File: src/rtl/pulse_pkg.sv
// Shared types and default timing constants for the pulse stretcher and the button debouncer.
package pulse_pkg;

  // 100 ms at 50 MHz; the debouncer's divn_num uses the same value
  localparam int unsigned DIVN_NUM     = 5000000;
  localparam int unsigned DEF_HOLD_NUM = DIVN_NUM;
  localparam int unsigned DEF_GAP_NUM  = DIVN_NUM;
  localparam int unsigned DEF_CNT_W    = 26;
  localparam int unsigned DEF_PEND_W   = 4;

  typedef enum logic [1:0] {
    ST_IDLE = 2'd0,
    ST_HOLD = 2'd1,
    ST_GAP  = 2'd2
  } state_t;

endpackage

File: src/rtl/pend_counter.sv
// Saturating up/down counter of queued requests, with a sticky overflow flag for dropped increments.
module pend_counter
  import pulse_pkg::*;
#(
  parameter int unsigned PEND_W = DEF_PEND_W
) (
  input  logic              clk,
  input  logic              rst,
  input  logic              inc,
  input  logic              dec,
  output logic [PEND_W-1:0] count,
  output logic              full,
  output logic              ovf
);

  assign full = (count == '1);

  always_ff @(posedge clk) begin
    if (rst) begin
      count <= '0;
      ovf   <= 1'b0;
    end else if (inc && !dec) begin
      if (full) ovf <= 1'b1;
      else      count <= count + PEND_W'(1);
    end else if (dec && !inc && (count != '0)) begin
      count <= count - PEND_W'(1);
    end
  end

endmodule

File: src/rtl/pulse_stretcher.sv
// Stretches single-cycle request pulses into HOLD_NUM-cycle active levels separated by
// at least GAP_NUM inactive cycles; requests arriving while busy are queued.
module pulse_stretcher
  import pulse_pkg::*;
#(
  parameter int unsigned HOLD_NUM   = DEF_HOLD_NUM,
  parameter int unsigned GAP_NUM    = DEF_GAP_NUM,
  parameter int unsigned CNT_W      = DEF_CNT_W,
  parameter int unsigned PEND_W     = DEF_PEND_W,
  parameter bit          ACTIVE_LOW = 1'b0
) (
  input  logic              clk,
  input  logic              rst,
  input  logic              pulse_in,
  output logic              level_out,
  output logic              busy,
  output logic [PEND_W-1:0] pending,
  output logic              overflow
);

  state_t             state, state_nxt;
  logic [CNT_W-1:0]   cnt, cnt_nxt;
  logic               level_nxt, busy_nxt;
  logic               hold_last, gap_last, pend_nz;
  logic               start, take;
  logic               pend_inc, pend_dec, pend_full;

  assign hold_last = (cnt == CNT_W'(HOLD_NUM - 1));
  assign gap_last  = (cnt == CNT_W'(GAP_NUM - 1));
  assign pend_nz   = (pending != '0);

  assign start = ((state == ST_IDLE) || ((state == ST_GAP) && gap_last)) && (pend_nz || pulse_in);
  assign take  = start && pend_nz;

  // A start with nothing queued consumes pulse_in directly; a start that takes the
  // oldest queued request while pulse_in is high leaves the queue depth unchanged.
  assign pend_inc = pulse_in && !start;
  assign pend_dec = take && !pulse_in;

  pend_counter #(
    .PEND_W(PEND_W)
  ) u_pend (
    .clk  (clk),
    .rst  (rst),
    .inc  (pend_inc),
    .dec  (pend_dec),
    .count(pending),
    .full (pend_full),
    .ovf  (overflow)
  );

  always_ff @(posedge clk) begin
    if (rst) begin
      state     <= ST_IDLE;
      cnt       <= '0;
      level_out <= ACTIVE_LOW;
      busy      <= 1'b0;
    end else begin
      state     <= state_nxt;
      cnt       <= cnt_nxt;
      level_out <= level_nxt;
      busy      <= busy_nxt;
    end
  end

  always_comb begin
    state_nxt = state;
    cnt_nxt   = cnt + CNT_W'(1);
    case (state)
      ST_IDLE: begin
        cnt_nxt = '0;
        if (start) state_nxt = ST_HOLD;
      end
      ST_HOLD: begin
        if (hold_last) begin
          state_nxt = ST_GAP;
          cnt_nxt   = '0;
        end
      end
      ST_GAP: begin
        if (gap_last) begin
          state_nxt = start ? ST_HOLD : ST_IDLE;
          cnt_nxt   = '0;
        end
      end
      default: begin
        state_nxt = ST_IDLE;
        cnt_nxt   = '0;
      end
    endcase
  end

  // Outputs are registered from the next state so level_out follows pulse_in by one edge
  always_comb begin
    level_nxt = (state_nxt == ST_HOLD) ^ ACTIVE_LOW;
    busy_nxt  = (state_nxt != ST_IDLE);
  end

  assert property (@(posedge clk) disable iff (rst)
    (pend_inc && !pend_dec && pend_full) |=> overflow);

endmodule

File: config.mk
export PLATFORM = sky130hd
export DESIGN_NAME = pulse_stretcher
export DESIGN_NICKNAME = d
export VERILOG_FILES = /design/src/rtl/pulse_pkg.sv /design/src/rtl/pend_counter.sv /design/src/rtl/pulse_stretcher.sv
export SDC_FILE = /design/constraint.sdc
export NUM_CORES = 1
export LEC_CHECK = 0
export ABC_AREA = 1
export BUFFER_PORTS_ARGS = -buffer_cell sky130_fd_sc_hd__buf_2
export CELL_PAD_IN_SITES_DETAIL_PLACEMENT = 0
export CELL_PAD_IN_SITES_GLOBAL_PLACEMENT = 1
export CORE_MARGIN = 2
export CORE_UTILIZATION = 44
export DETAILED_ROUTE_END_ITERATION = 12
export PLACE_DENSITY_LB_ADDON = 0.1
export SETUP_SLACK_MARGIN = 0.3
export SKIP_LAST_GASP = 1
export SLEW_MARGIN = 25
export SYNTH_ARGS = -nofsm -noshare
export SYNTH_HDL_FRONTEND = slang
export SYNTH_SLANG_ARGS = --single-unit
File: constraint.sdc
create_clock -name clk -period 2.4 [get_ports clk]
set_input_delay 0.24 -clock clk [delete_from_list [all_inputs] [get_ports clk]]
set_output_delay 0.24 -clock clk [all_outputs]
set_load 0.02 [all_outputs]
# == Yosys cells after proc, flatten, opt, wreduce, memory -nomap -nowiden ==
# Index checks and enable logic that the tools add are counted.
# totals
out_inout_bits,7
regBits,35
# classes
eq_ne,6
reduce_logical,22
muxes,8
add_sub_neg,3
bitwise,1
# op_table
cell,count
adder 26 x 1 -> 26 bit (second input constant),1
equality test 26 x 23 -> 1 bit (second input constant),1
two-way mux 4 bit,3
logical AND 1 bit,8
two-way mux 2 bit,3
one-hot mux 2 bit (3 select lines),1
adder 4 x 1 -> 4 bit (second input constant),1
equality test 2 x 1 -> 1 bit (second input constant),2
equality test 4 bit (second input constant),1
logical NOT 1 bit,4
AND reduction 2 bit,2
nonzero test 2 bit,2
nonzero test 4 bit,1
subtractor 4 x 1 -> 4 bit (second input constant),1
OR reduction 3 bit,1
equality test 2 bit (second input constant),1
logical NOT 2 bit,1
logical OR 1 bit,2
inequality test 2 bit (second input constant),1
OR reduction 2 bit,1
two-way mux 1 bit,1
NOT 1 bit,1

# == Longest topological paths before layout ==
# Gate-level depths: netlist of run 1.
# logic_depth
depth_word,11
depth_mapped,17
depth_no_buf,17

# == By module ==
# A second synthesis of run 1 with hierarchy kept.
# hier_totals
hier_cells,351
area_unflattened_um2,2303.5
# modules_own_cells
module,area_per_inst_um2,instances,cells_each
pulse_stretcher,1904.3,1,289
pend_counter,399.1,1,62

# == Worst setup path after synthesis of run 1 ==
# Ideal clock, no wire load.
# synth_timing
path_kind,reg-to-reg
startpoint,register cnt[0]
endpoint,register u_pend.count[3]
arrival_ps,2105
path_stages_with_launch,17
required_ps,2287
n_path_buf,0
setup_time_ps,113
path_slack_ps,182
cell_sequence,dfxtp_1 > ha_1 > nand2_1 > nor2_2 > nand3_2 > nor2_2 > nand3_2 > nand3_1 > ha_1 > nand2_1 > nand2_1 > a31oi_1 > nand4_1 > nand2_1 > nor2_1 > nor2_1 > nor2_1
# synth_via
elab_chain_len,11
word_cells_on_any_way,17
cone_classes,2 x eq/ne; 1 x mux; 14 x reduce/logical
# synth_lines
item,line_no,rtl
"start, declared",pulse_stretcher.sv:22,"logic [CNT_W-1:0] cnt, cnt_nxt;"
"start signal, assigned",pulse_stretcher.sv:60,cnt <= cnt_nxt;
equality test 26 x 23 -> 1 bit (*),pulse_stretcher.sv:29,assign gap_last = (cnt == CNT_W'(GAP_NUM - 1));
logical AND 1 bit (*),pulse_stretcher.sv:32,assign start = ((state == ST_IDLE) || ((state == ST_GAP) && gap_last)) && (pend_nz || pulse_in);
logical OR 1 bit (*),pulse_stretcher.sv:32,
logical AND 1 bit (*),pulse_stretcher.sv:32,
logical NOT 1 bit,pulse_stretcher.sv:37,assign pend_inc = pulse_in && !start;
logical AND 1 bit,pulse_stretcher.sv:37,
logical NOT 1 bit,pend_counter.sv:25,end else if (dec && !inc && (count != '0)) begin
logical AND 1 bit (2 in a row),pend_counter.sv:25,
nonzero test 2 bit (no source line),-,
AND reduction 2 bit (no source line),-,
"end signal, assigned",pend_counter.sv:24,else count <= count + PEND_W'(1);
"end signal, assigned",pend_counter.sv:26,count <= count - PEND_W'(1);
"end, declared",pend_counter.sv:11,"output logic [PEND_W-1:0] count,"
# Mark *: on every way between the ends. The rest lies on a longest branch, timed or not.
# A chain may end at the register's enable or synchronous reset.

# == Worst setup path in the final report of run 1 ==
# layout_timing
startpoint,register cnt[1]
endpoint,register u_pend.count[3]
# The elaborated chain is that of the path after synthesis.

==> results_dict.tcl, run 1 <==
set metrics [dict create \
    start_util 0.451 \
    crit_path_start_kind "flip-flop" \
    clkTransAtPathRegs_ns 0.07 \
    core_mm2 0.00432 \
    vias 1793 \
    layoutNonFillerInstCount 355 \
    rsz0062_at_grt "true" \
    drive_gt1_frac 0.234 \
    post_dp_cell_area_mm2 0.00209 \
    wl_mm 4.59 \
    maxCapViolCount 0 \
    dp.cells 338 \
    avgViaCountPerCell 5.05 \
    setup_violations 0 \
    startpoint "cnt[1]" \
    utilization 0.543 \
    period_minus_slack_ns 2.04 \
    die_area_mm2 0.00498 \
    gp_congestion 0.800 \
    synth-seq-cells 35 \
    syn_area_mm2 0.00195 \
    tns_ns 0 \
    grt-ovfl-total 0 \
    p_leak_nw 0.895 \
    slew_headroom 0.689 \
    grt_pass1_vias 1675 \
    num_rows 24 \
    crit_type "reg2reg" \
    die_width_um 70.6 \
    die_h_um 70.6 \
    hp-class "in2reg" \
    grt_start_max_net_pins 20 \
    worstPathRequired_ns 2.59 \
    tightest_slew_ns 0.462 \
    fin_area_mm2 0.00235 \
    detail_route.wl_per_cell_um 12.9 \
    n_antenna_cell 0 \
    cts_buffers 5 \
    max-vdd-ir-drop_v 0.000323 \
    drc 0 \
    antenna_found_initial 0 \
    synth.net_count 288 \
    dp_hpwl_mm 3.40 \
    hold_violations 0 \
    ant_nets 0 \
    seq_area_frac_synth 0.359 \
    grt_use_total 0.197 \
    r2r_start "cnt[1]" \
    cts_tree "yes" \
    status "completed" \
    cp.arrival_ns 2.23 \
    synth_cell_type_count 29 \
    htreeDepth 2 \
    hold_slack_ns 0.145 \
    finalClockSkew_ns 0.00863 \
    drt_iter0_drc 86 \
    synth_area_per_cell_um2 7.04 \
    area_growth_pct 20.4 \
    min_period_over_period 0.848 \
    synth_warnings 0 \
    synth_cells 277 \
    cts_hold_buffers 0 \
    cts.sinks 35 \
    path_max_fanout 4 \
    final_nets 313 \
    root_buffer "clkbuf_8" \
    portBuffers 9 \
    p_per_area_mw_per_mm2 744 \
    hp-start "rst" \
    grt_first_pass_wirelength_mm 7.73 \
    maxSlewViolCount 0 \
    clk_latency_ns 0.29 \
    cp-end-kind "flip-flop" \
    cts.path.max_buffers 2 \
    ios 10 \
    fmax_mhz 491 \
    dr.pass1.iters 4 \
]
-- logic make-up (layout without fill, tap and decap cells) --
| family | Yosys count | count (layout) | share of synthesized area |
|---|---|---|---|
| AO/OA/AOI/OAI | 30 | 30 | 0.0834 |
| XOR/XNOR | 5 | 5 | 0.0225 |
| adder cells (fa/ha/maj) | 8 | 8 | 0.0552 |
| buffers and inverters | 42 | 68 | 0.0821 |
| flip-flops | 35 | 35 | 0.359 |
| AND/OR/NAND/NOR | 157 | 157 | 0.398 |
-- cells in the final DEF, fill, tap and decap left out, types with 4 or more instances in the layout --
master / instances
nand2_1: 53
dfxtp_1: 27
nand4_1: 10
buf_2: 9
clkbuf_8: 7
nand2_2: 6
nor2_4: 4
nand3_1: 11
ha_1: 5
dfxtp_2: 6
o21ai_0: 7
nor2_2: 5
inv_1: 36
nor3b_1: 6
a21oi_1: 18
buf_4: 11
nor2_1: 31
inv_2: 4
nand3_2: 4
nor3_1: 14
-- cell usage after synthesis --
library cell,instances,share of area
fa_1,1,0.010
buf_2,2,0.0051
or2_2,3,0.0096
nand4_1,10,0.032
nor3_1,14,0.036
inv_2,3,0.0058
xor2_1,3,0.013
nand2_1,57,0.11
nor3_2,1,0.0051
ha_1,7,0.045
nand3_1,13,0.033
xnor2_1,2,0.0090
nand3b_2,1,0.0058
inv_1,37,0.071
o21ai_0,7,0.018
nor2_1,33,0.064
nand2_2,3,0.0096
a21oi_1,18,0.046
a31o_2,1,0.0045
nor2_4,1,0.0058
nor2_2,6,0.019
nor4_1,3,0.0096
nor4_4,1,0.011
o21a_1,3,0.012
nand3b_1,1,0.0039
nand3_2,4,0.021
a31oi_1,1,0.0032
nor3b_1,6,0.023
dfxtp_1,35,0.36
-- power breakdown --
group	internal, mW	leakage [nW]	switching (mW)
Combinational	0.227	0.555	0.336
Clock	0.262	0.0515	0.212
Sequential	0.638	0.288	0.0731
Total	1.13	0.895	0.621
-- critical path, stage by stage, from the launching register on --
cell and delay, ns:
dfxtp_2 0.35, ha_4 0.15, nand2_4 0.06, nor2_4 0.09, nand3_2 0.08, nor2_4 0.13, nand3_4 0.09, nand3_4 0.10
ha_4 0.22, nand2_2 0.06, nand2_2 0.06, a31oi_4 0.15, nand4_1 0.14, nand2_1 0.10, nor2_1 0.04, nor2_1 0.08
nor2_1 0.04
-- flip-flops by register name, indices dropped and copies added (netlist names) --
| signal | cells |
|---|---|
| u_pend.count | 4 |
| u_pend.ovf | 1 |
| busy | 1 |
| state | 2 |
| level_out | 1 |
| cnt | 26 |
-- layer usage --
layer	track usage	wire length (um)	share of wire	vias up
met5	0	0	0	-
met2	0.300	1960	0.43	18
li1	-	-	-	947
met4	0.0671	63	0.014	0
met1	0.275	2400	0.52	822
met3	0.0484	160	0.035	6
-- final cells by class --
| cell class | instances | area [um^2] |
|---|---|---|
| fillers | 452 | 1980 |
| multi-input cells | 200 | 1190 |
| flip-flops and latches | 35 | 716 |
| inverters | 40 | 150 |
| repair buffers | 20 | 128 |
| clock buffers | 8 | 100 |
| well taps | 52 | 65.1 |
-- through the flow --
step                      power [mW]  worst slack [ns]
after floorplan                 1.08             0.306
after CTS                       1.70             0.289
after global placement          1.20             0.174
after detailed placement        1.20            0.0839
after global routing            1.87             0.207
final                           1.75             0.365
-- worst paths after layout --
check / end / slack, ns / depth (start not counted)
hold reg to reg: cnt[25] / 0.46 / 2
setup / recovery: u_pend.count[3] / 0.36 / 16
hold / removal: u_pend.count[2] / 0.14 / 2
setup reg to reg: u_pend.count[3] / 0.36 / 16
-- timing repair --
| action | 4_1_cts | 5_1_grt |
|---|---|---|
| setup buffers | 6 | 3 |
| setup endpoints to repair | 1 | 2 |
| resized for setup | 7 | 19 |
| pin swaps | 11 | 10 |
Power figures use the tool's default switching activity.
==> run 2, diff against run 1 <==
--- a/config.mk
+++ b/config.mk
@@ -5,12 +5,12 @@
 export SDC_FILE = /design/constraint.sdc
 export NUM_CORES = 1
 export LEC_CHECK = 0
-export ABC_AREA = 1
+export ABC_AREA = 0
 export BUFFER_PORTS_ARGS = -buffer_cell sky130_fd_sc_hd__buf_2
 export CELL_PAD_IN_SITES_DETAIL_PLACEMENT = 0
 export CELL_PAD_IN_SITES_GLOBAL_PLACEMENT = 1
 export CORE_MARGIN = 2
-export CORE_UTILIZATION = 44
+export CORE_UTILIZATION = 46
 export DETAILED_ROUTE_END_ITERATION = 12
 export PLACE_DENSITY_LB_ADDON = 0.1
 export SETUP_SLACK_MARGIN = 0.3
==> constraint.sdc (replaced) <==
create_clock -name clk -period 2 [get_ports clk]
set_input_delay 0.2 -clock clk [delete_from_list [all_inputs] [get_ports clk]]
set_output_delay 0.2 -clock clk [all_outputs]
set_load 0.02 [all_outputs]
==> run 2 against run 1 <==
Compared with the run above:
- global-route usage is 3.4 points higher
- the run now ends with setup timing left
- largest cell class unchanged
- worst hold slack better by 0.093 ns
- setup slack worse by 0.92 ns
- largest power group is now combinational cells
- cell area is 12% higher
- register-to-register slack worse by 0.92 ns
- critical path type unchanged
- via count is 6.2% lower
==> results_dict.tcl, run 2 <==
set metrics [dict create \
    status "finished, violations left" \
    failed_checks "setup timing" \
    synthTopCellsByCount "dfxtp_1, nor2_1, nand3_1" \
    cp.arrival_ns 2.72 \
    clkTransAtPathRegs_ns 0.07 \
    synthFlopType "dfxtp_1" \
    cts_tree "yes" \
    synthSimpleGateAreaFrac 0.306 \
    crit_path_start_kind "flip-flop" \
    dp_hpwl_mm 3.06 \
    cts_buffers 5 \
    clkPwrFrac 0.229 \
    synth_area_leaders "dfxtp_1, nor2_1, xor2_1, xnor2_1, ha_1" \
    largest_reg_flops 26 \
    portBuffers 9 \
    grt_start_max_net_pins 13 \
    maxSlewViolCount 0 \
    maxCapViolCount 0 \
    ios 10 \
    grt_first_pass_wirelength_mm 7.67 \
    tightest_slew_ns 0.469 \
    cp-end-kind "flip-flop" \
    slew_headroom 0.684 \
    cts.path.max_buffers 2 \
    synth_edf_count 0 \
    synth.net_count 213 \
    n_antenna_cell 0 \
    syn_area_mm2 0.00181 \
    intPower_mw 1.44 \
    pwr-share-comb 0.388 \
    layout_common_cells "buf_4, dfxtp_1, nor2_2, nand3_1, xor2_1" \
    avgViaCountPerCell 5.30 \
    synth_top_family_by_area "simple AND/OR/NAND/NOR gates" \
    synth_cell_type_count 39 \
    final_nets 279 \
    async_flop_share 0 \
    start_util 0.486 \
    startpoint "cnt[10]" \
    grt_pass1_vias 1704 \
    synth_top_area_frac 0.388 \
    clk_latency_ns 0.28 \
    hold_slack_ns 0.238 \
    p_per_area_mw_per_mm2 829 \
    synth_warnings 0 \
    dr.pass1.iters 4 \
    p_seq_frac 0.383 \
    top_register "cnt" \
    min_period_over_period 1.28 \
    drt_iter0_drc 60 \
    synth-adder-area-share 0.0596 \
    synth_area_per_cell_um2 8.94 \
    synth.area.mux_share 0.0374 \
    synth_cells 202 \
    hold_violations 0 \
    wl_mm 4.69 \
    crit_type "reg2reg" \
    detail_route.wl_per_cell_um 14.8 \
    grtUsageMet3 0.0389 \
    max-vdd-ir-drop_v 0.000386 \
    period_minus_slack_ns 2.55 \
    root_buffer "clkbuf_8" \
    cts.sinks 35 \
    vias 1681 \
    slowest_stage "or4_4" \
    drc 0 \
    synth.most_common_cell "dfxtp_1" \
    hp-start "rst" \
    hp-class "in2reg" \
    finalClockSkew_ns 0.00578 \
    path_max_fanout 3 \
    die_width_um 66.7 \
    critPathMaxStageDelay_ns 0.55 \
    use_met2 0.444 \
    num_rows 22 \
    seq_area_frac_synth 0.388 \
    rsz0062_at_grt "true" \
    yosysTopAreaCell "dfxtp_1" \
    grt_use_met1 0.243 \
    synth-seq-cells 35 \
    die_area_mm2 0.00444 \
    fin_ws_ns -0.555 \
    synth_xor_area_frac 0.116 \
    worstPathRequired_ns 2.17 \
    htreeDepth 2 \
    antenna_found_initial 0 \
    area_growth_pct 45.8 \
    worstPathCellList "or4_4, nor4_4, a31oi_4, nand2_2, ha_4, a21o_1, a21oi_2, nand2_1, mux2i_1, mux2_2" \
    setup_violations 6 \
    grt-ovfl-total 0 \
    fmax_mhz 391 \
    cts_hold_buffers 0 \
    largestRegisters "cnt (26), u_pend.count (4), state (2)" \
    die_h_um 66.7 \
    p_leak_nw 1.02 \
    gp_congestion 0.795 \
    utilization 0.708 \
    ant_nets 0 \
    grt_use_total 0.230 \
    drive_gt1_frac 0.428 \
    r2r_start "cnt[10]" \
    top_usage_layer "met2" \
    p_switching_mw 0.747 \
    core_mm2 0.00372 \
    final_common_cell "buf_4" \
    synth-compound-area-share 0.0658 \
    swShare 0.342 \
]
[run 2: cell count changes after synthesis, sizes merged, moves of 6 or more]
cell   change
a21oi     -15
inv       -33
nand2     -49
nor2       -6
nor3      -12
nor3b      -6
xnor2      +9
xor2      +10
[run 2: worst paths after layout]
| kind | to | slack, ns | depth (start not counted) |
|---|---|---|---|
| setup / recovery | u_pend.count[3] | -0.55 | 10 |
| hold / removal | u_pend.ovf | 0.24 | 2 |
| setup reg to reg | u_pend.count[3] | -0.55 | 10 |
| hold reg to reg | u_pend.ovf | 0.47 | 2 |
[run 2: worst max-delay path, delay by kind of cell (launching register included)]
family | cells | cell delay, ns
AOI/OAI and AO/OA | 3 | 0.43
adders and majority gates | 1 | 0.20
DFF | 1 | 0.33
muxes | 2 | 0.54
and+or+nand+nor | 4 | 0.96
[run 2: repair_timing]
action	CTS	global route
gates cloned	3	0
pin swaps	2	5
setup buffers	5	2
resized for setup	25	15
endpoints found under the setup margin	35	35
[run 2: through the flow]
| stage | instances | area [um^2] | setup WS [ns] | total power [mW] | TNS, ns |
|---|---|---|---|---|---|
| floorplan | 202 | 1850 | -0.468 | 1.30 | -0.713 |
| global placement | 299 | 2260 | -0.408 | 1.48 | -0.784 |
| detailed placement | 299 | 2260 | -0.519 | 1.52 | -1.12 |
| CTS | 315 | 2550 | -0.523 | 2.16 | -1.39 |
| global route | 317 | 2630 | -0.643 | 2.32 | -2.21 |
| finish | 317 | 2630 | -0.555 | 2.18 | -1.63 |
[run 2: cell families after synthesis]
logic type / count (synthesis)
xor gates and xnor gates: 24
muxes: 6
and+or+nand+nor: 103
DFF: 35
AOI/OAI and AO/OA: 15
buffers and inverters: 11
adders and majority gates: 8
[run 2: layout make-up]
| class | count | area, um^2 |
|---|---|---|
| fill | 270 | 1080 |
| tap | 48 | 60.1 |
| clock inverter | 3 | 15.0 |
| inverter | 7 | 26.3 |
| multi-input combinational | 156 | 1210 |
| clock buffer | 5 | 68.8 |
| timing repair buffer | 63 | 547 |
| sequential | 35 | 702 |
[run 2: power groups by stage]
stage | logic (mW) | registers [mW] | clock network (mW)
detailed placement | 0.666 | 0.850 | 0
global route | 0.926 | 0.849 | 0.548
CTS | 0.810 | 0.838 | 0.510
global placement | 0.634 | 0.846 | 0
finish | 0.847 | 0.837 | 0.499
floorplan | 0.396 | 0.908 | 0
[run 2: routing by layer]
metal | up-vias | routed length [um]
met1 | 809 | 1910
met5 | - | 0
li1 | 841 | -
met3 | 6 | 93
met4 | 0 | 77
met2 | 25 | 2610
==> run 3, diff against run 2 <==
--- a/config.mk
+++ b/config.mk
@@ -6,7 +6,7 @@
 export NUM_CORES = 1
 export LEC_CHECK = 0
 export ABC_AREA = 0
-export BUFFER_PORTS_ARGS = -buffer_cell sky130_fd_sc_hd__buf_2
+export BUFFER_PORTS_ARGS = -buffer_cell sky130_fd_sc_hd__buf_4
 export CELL_PAD_IN_SITES_DETAIL_PLACEMENT = 0
 export CELL_PAD_IN_SITES_GLOBAL_PLACEMENT = 1
 export CORE_MARGIN = 2
==> run 3 against run 2 <==
Compared with the run above:
- the run still ends with setup timing left
- routed wire length decreased by 1.8%
- sequential share of layout area decreased by 1.1 points
- combinational power increased by 15%
- total power increased by 13%
- clock skew increased by 0.0049 ns
- first-iteration DRC count decreased by 42%
- sequential cell count unchanged
- non-clock buffer count increased by 7
- die area unchanged
- fmax decreased by 2.4%
- highest routed layer unchanged
==> results_dict.tcl, run 3 (synthesis gave the netlist of run 2 again) <==
set metrics [dict create \
    die_area_mm2 0.00444 \
    grt_first_pass_wirelength_mm 7.41 \
    crit_path_start_kind "flip-flop" \
    p_per_area_mw_per_mm2 900 \
    period_minus_slack_ns 2.62 \
    failed_checks "setup timing" \
    ant_nets 0 \
    finalClockSkew_ns 0.0107 \
    grt_start_max_net_pins 13 \
    cts.path.max_buffers 2 \
    rsz0062_at_grt "true" \
    root_buffer "clkbuf_8" \
    largest_reg_flops 26 \
    vias 1691 \
    n_fill_cell 269 \
    portBuffers 9 \
    status "finished, violations left" \
    cts_buffers 5 \
    core_mm2 0.00372 \
    detail_route.wl_per_cell_um 14.2 \
    multiInputGateArea_mm2 0.00118 \
    area_growth_pct 52.1 \
    top_register "cnt" \
    num_rows 22 \
    wl_mm 4.61 \
    fmax_mhz 382 \
    clk_latency_ns 0.30 \
    maxSlewViolCount 0 \
    worstPathRequired_ns 2.19 \
    cts.sinks 35 \
    utilization 0.739 \
    max-vdd-ir-drop_v 0.000512 \
    regArea_um2 702 \
    final_common_cell "buf_4" \
    crit_type "reg2reg" \
    min_period_over_period 1.31 \
    fin_ws_ns -0.616 \
    tightest_slew_ns 0.500 \
    final_nets 286 \
    maxCapViolCount 0 \
    path_max_fanout 3 \
    dp_hpwl_mm 3.02 \
    hp-class "in2reg" \
    tns_ns -3.50 \
    gp_congestion 0.758 \
    hold_violations 0 \
    grt-ovfl-total 0 \
    setup_violations 8 \
    dr.pass1.iters 4 \
    drt_iter0_drc 35 \
    avgViaCountPerCell 5.22 \
    layout_common_cells "buf_4, dfxtp_1, nor2_1, nand3_1, xor2_1" \
    drive_gt1_frac 0.406 \
    start_util 0.486 \
    n_antenna_cell 0 \
    grt_pass1_vias 1677 \
    die_width_um 66.7 \
    grt_use_total 0.228 \
    p_leak_nw 1.10 \
    drc 0 \
    cp.arrival_ns 2.81 \
    power_mw 2.47 \
    ios 10 \
    slew_headroom 0.664 \
    clkTransAtPathRegs_ns 0.08 \
    cts_tree "yes" \
    largestRegisters "cnt (26), u_pend.count (4), state (2)" \
    cp-end-kind "flip-flop" \
    htreeDepth 2 \
    antenna_found_initial 0 \
    die_h_um 66.7 \
]
## run 3: cell types whose count changed in the layout (fill, tap and decap cells not counted), sizes merged
| cell | before | now |
|---|---|---|
| buf | 63 | 70 |
| bufinv | 0 | 1 |
| clkbuf | 5 | 6 |
| clkinv | 3 | 1 |
## run 3: cell type report
class / instances / share of cell area
clock buffers: 6 / 0.0301
clock inverters: 2 / 0.0128
inverters: 7 / 0.00957
multi-input cells: 156 / 0.431
repair buffers: 70 / 0.239
flip-flops and latches: 35 / 0.256
well taps: 48 / 0.0219
## run 3: final timing paths
path                            cells after the start  startpoint              end  slack, ns
worst max-delay path                               10     cnt[10]  u_pend.count[3]      -0.62
worst max register to register                     10     cnt[10]  u_pend.count[3]      -0.62
worst min register to register                      2  u_pend.ovf       u_pend.ovf       0.54
worst min-delay path                                2         rst       u_pend.ovf       0.18
## run 3: where the power goes
| part | internal, mW | switching, mW | leakage [nW] | total, mW |
|---|---|---|---|---|
| logic | 0.528 | 0.441 | 0.755 | 0.970 |
| clock network | 0.403 | 0.264 | 0.0612 | 0.668 |
| registers | 0.761 | 0.0745 | 0.284 | 0.835 |
| total | 1.69 | 0.780 | 1.10 | 2.47 |
## run 3: per-layer routing
| metal | up-vias | GRT usage | share of wire |
|---|---|---|---|
| met3 | 7 | 0.0405 | 0.021 |
| met2 | 15 | 0.430 | 0.54 |
| met4 | 0 | 0.102 | 0.017 |
| met1 | 815 | 0.244 | 0.42 |
| li1 | 854 | - | - |
| met5 | - | 0 | 0 |
## run 3: what timing repair did
action	4_1_cts	5_1_grt
pin swaps	4	5
gates cloned	3	0
endpoints found under the setup margin	35	35
setup buffers	11	3
resized for setup	20	15
hold buffers	0	0
## run 3: through the flow
stage	hold WS, ns	setup WS [ns]	instances	instance area (um^2)
finish	0.180	-0.616	324	2750
global route	0.187	-0.694	324	2750
CTS	0.181	-0.483	321	2650
detailed placement	0.476	-0.486	299	2290
global placement	0.460	-0.410	299	2290
floorplan	0.357	-0.468	202	1850
## run 3: worst max-delay path, cell delays in order (launching register included)
cell and delay (ns):
dfxtp_2 0.33, or4_4 0.55, nor4_4 0.23, a31oi_4 0.15, nand2_4 0.11, ha_4 0.19
a21o_1 0.15, a21oi_2 0.15, nand2_1 0.08, mux2i_1 0.20, mux2_2 0.36
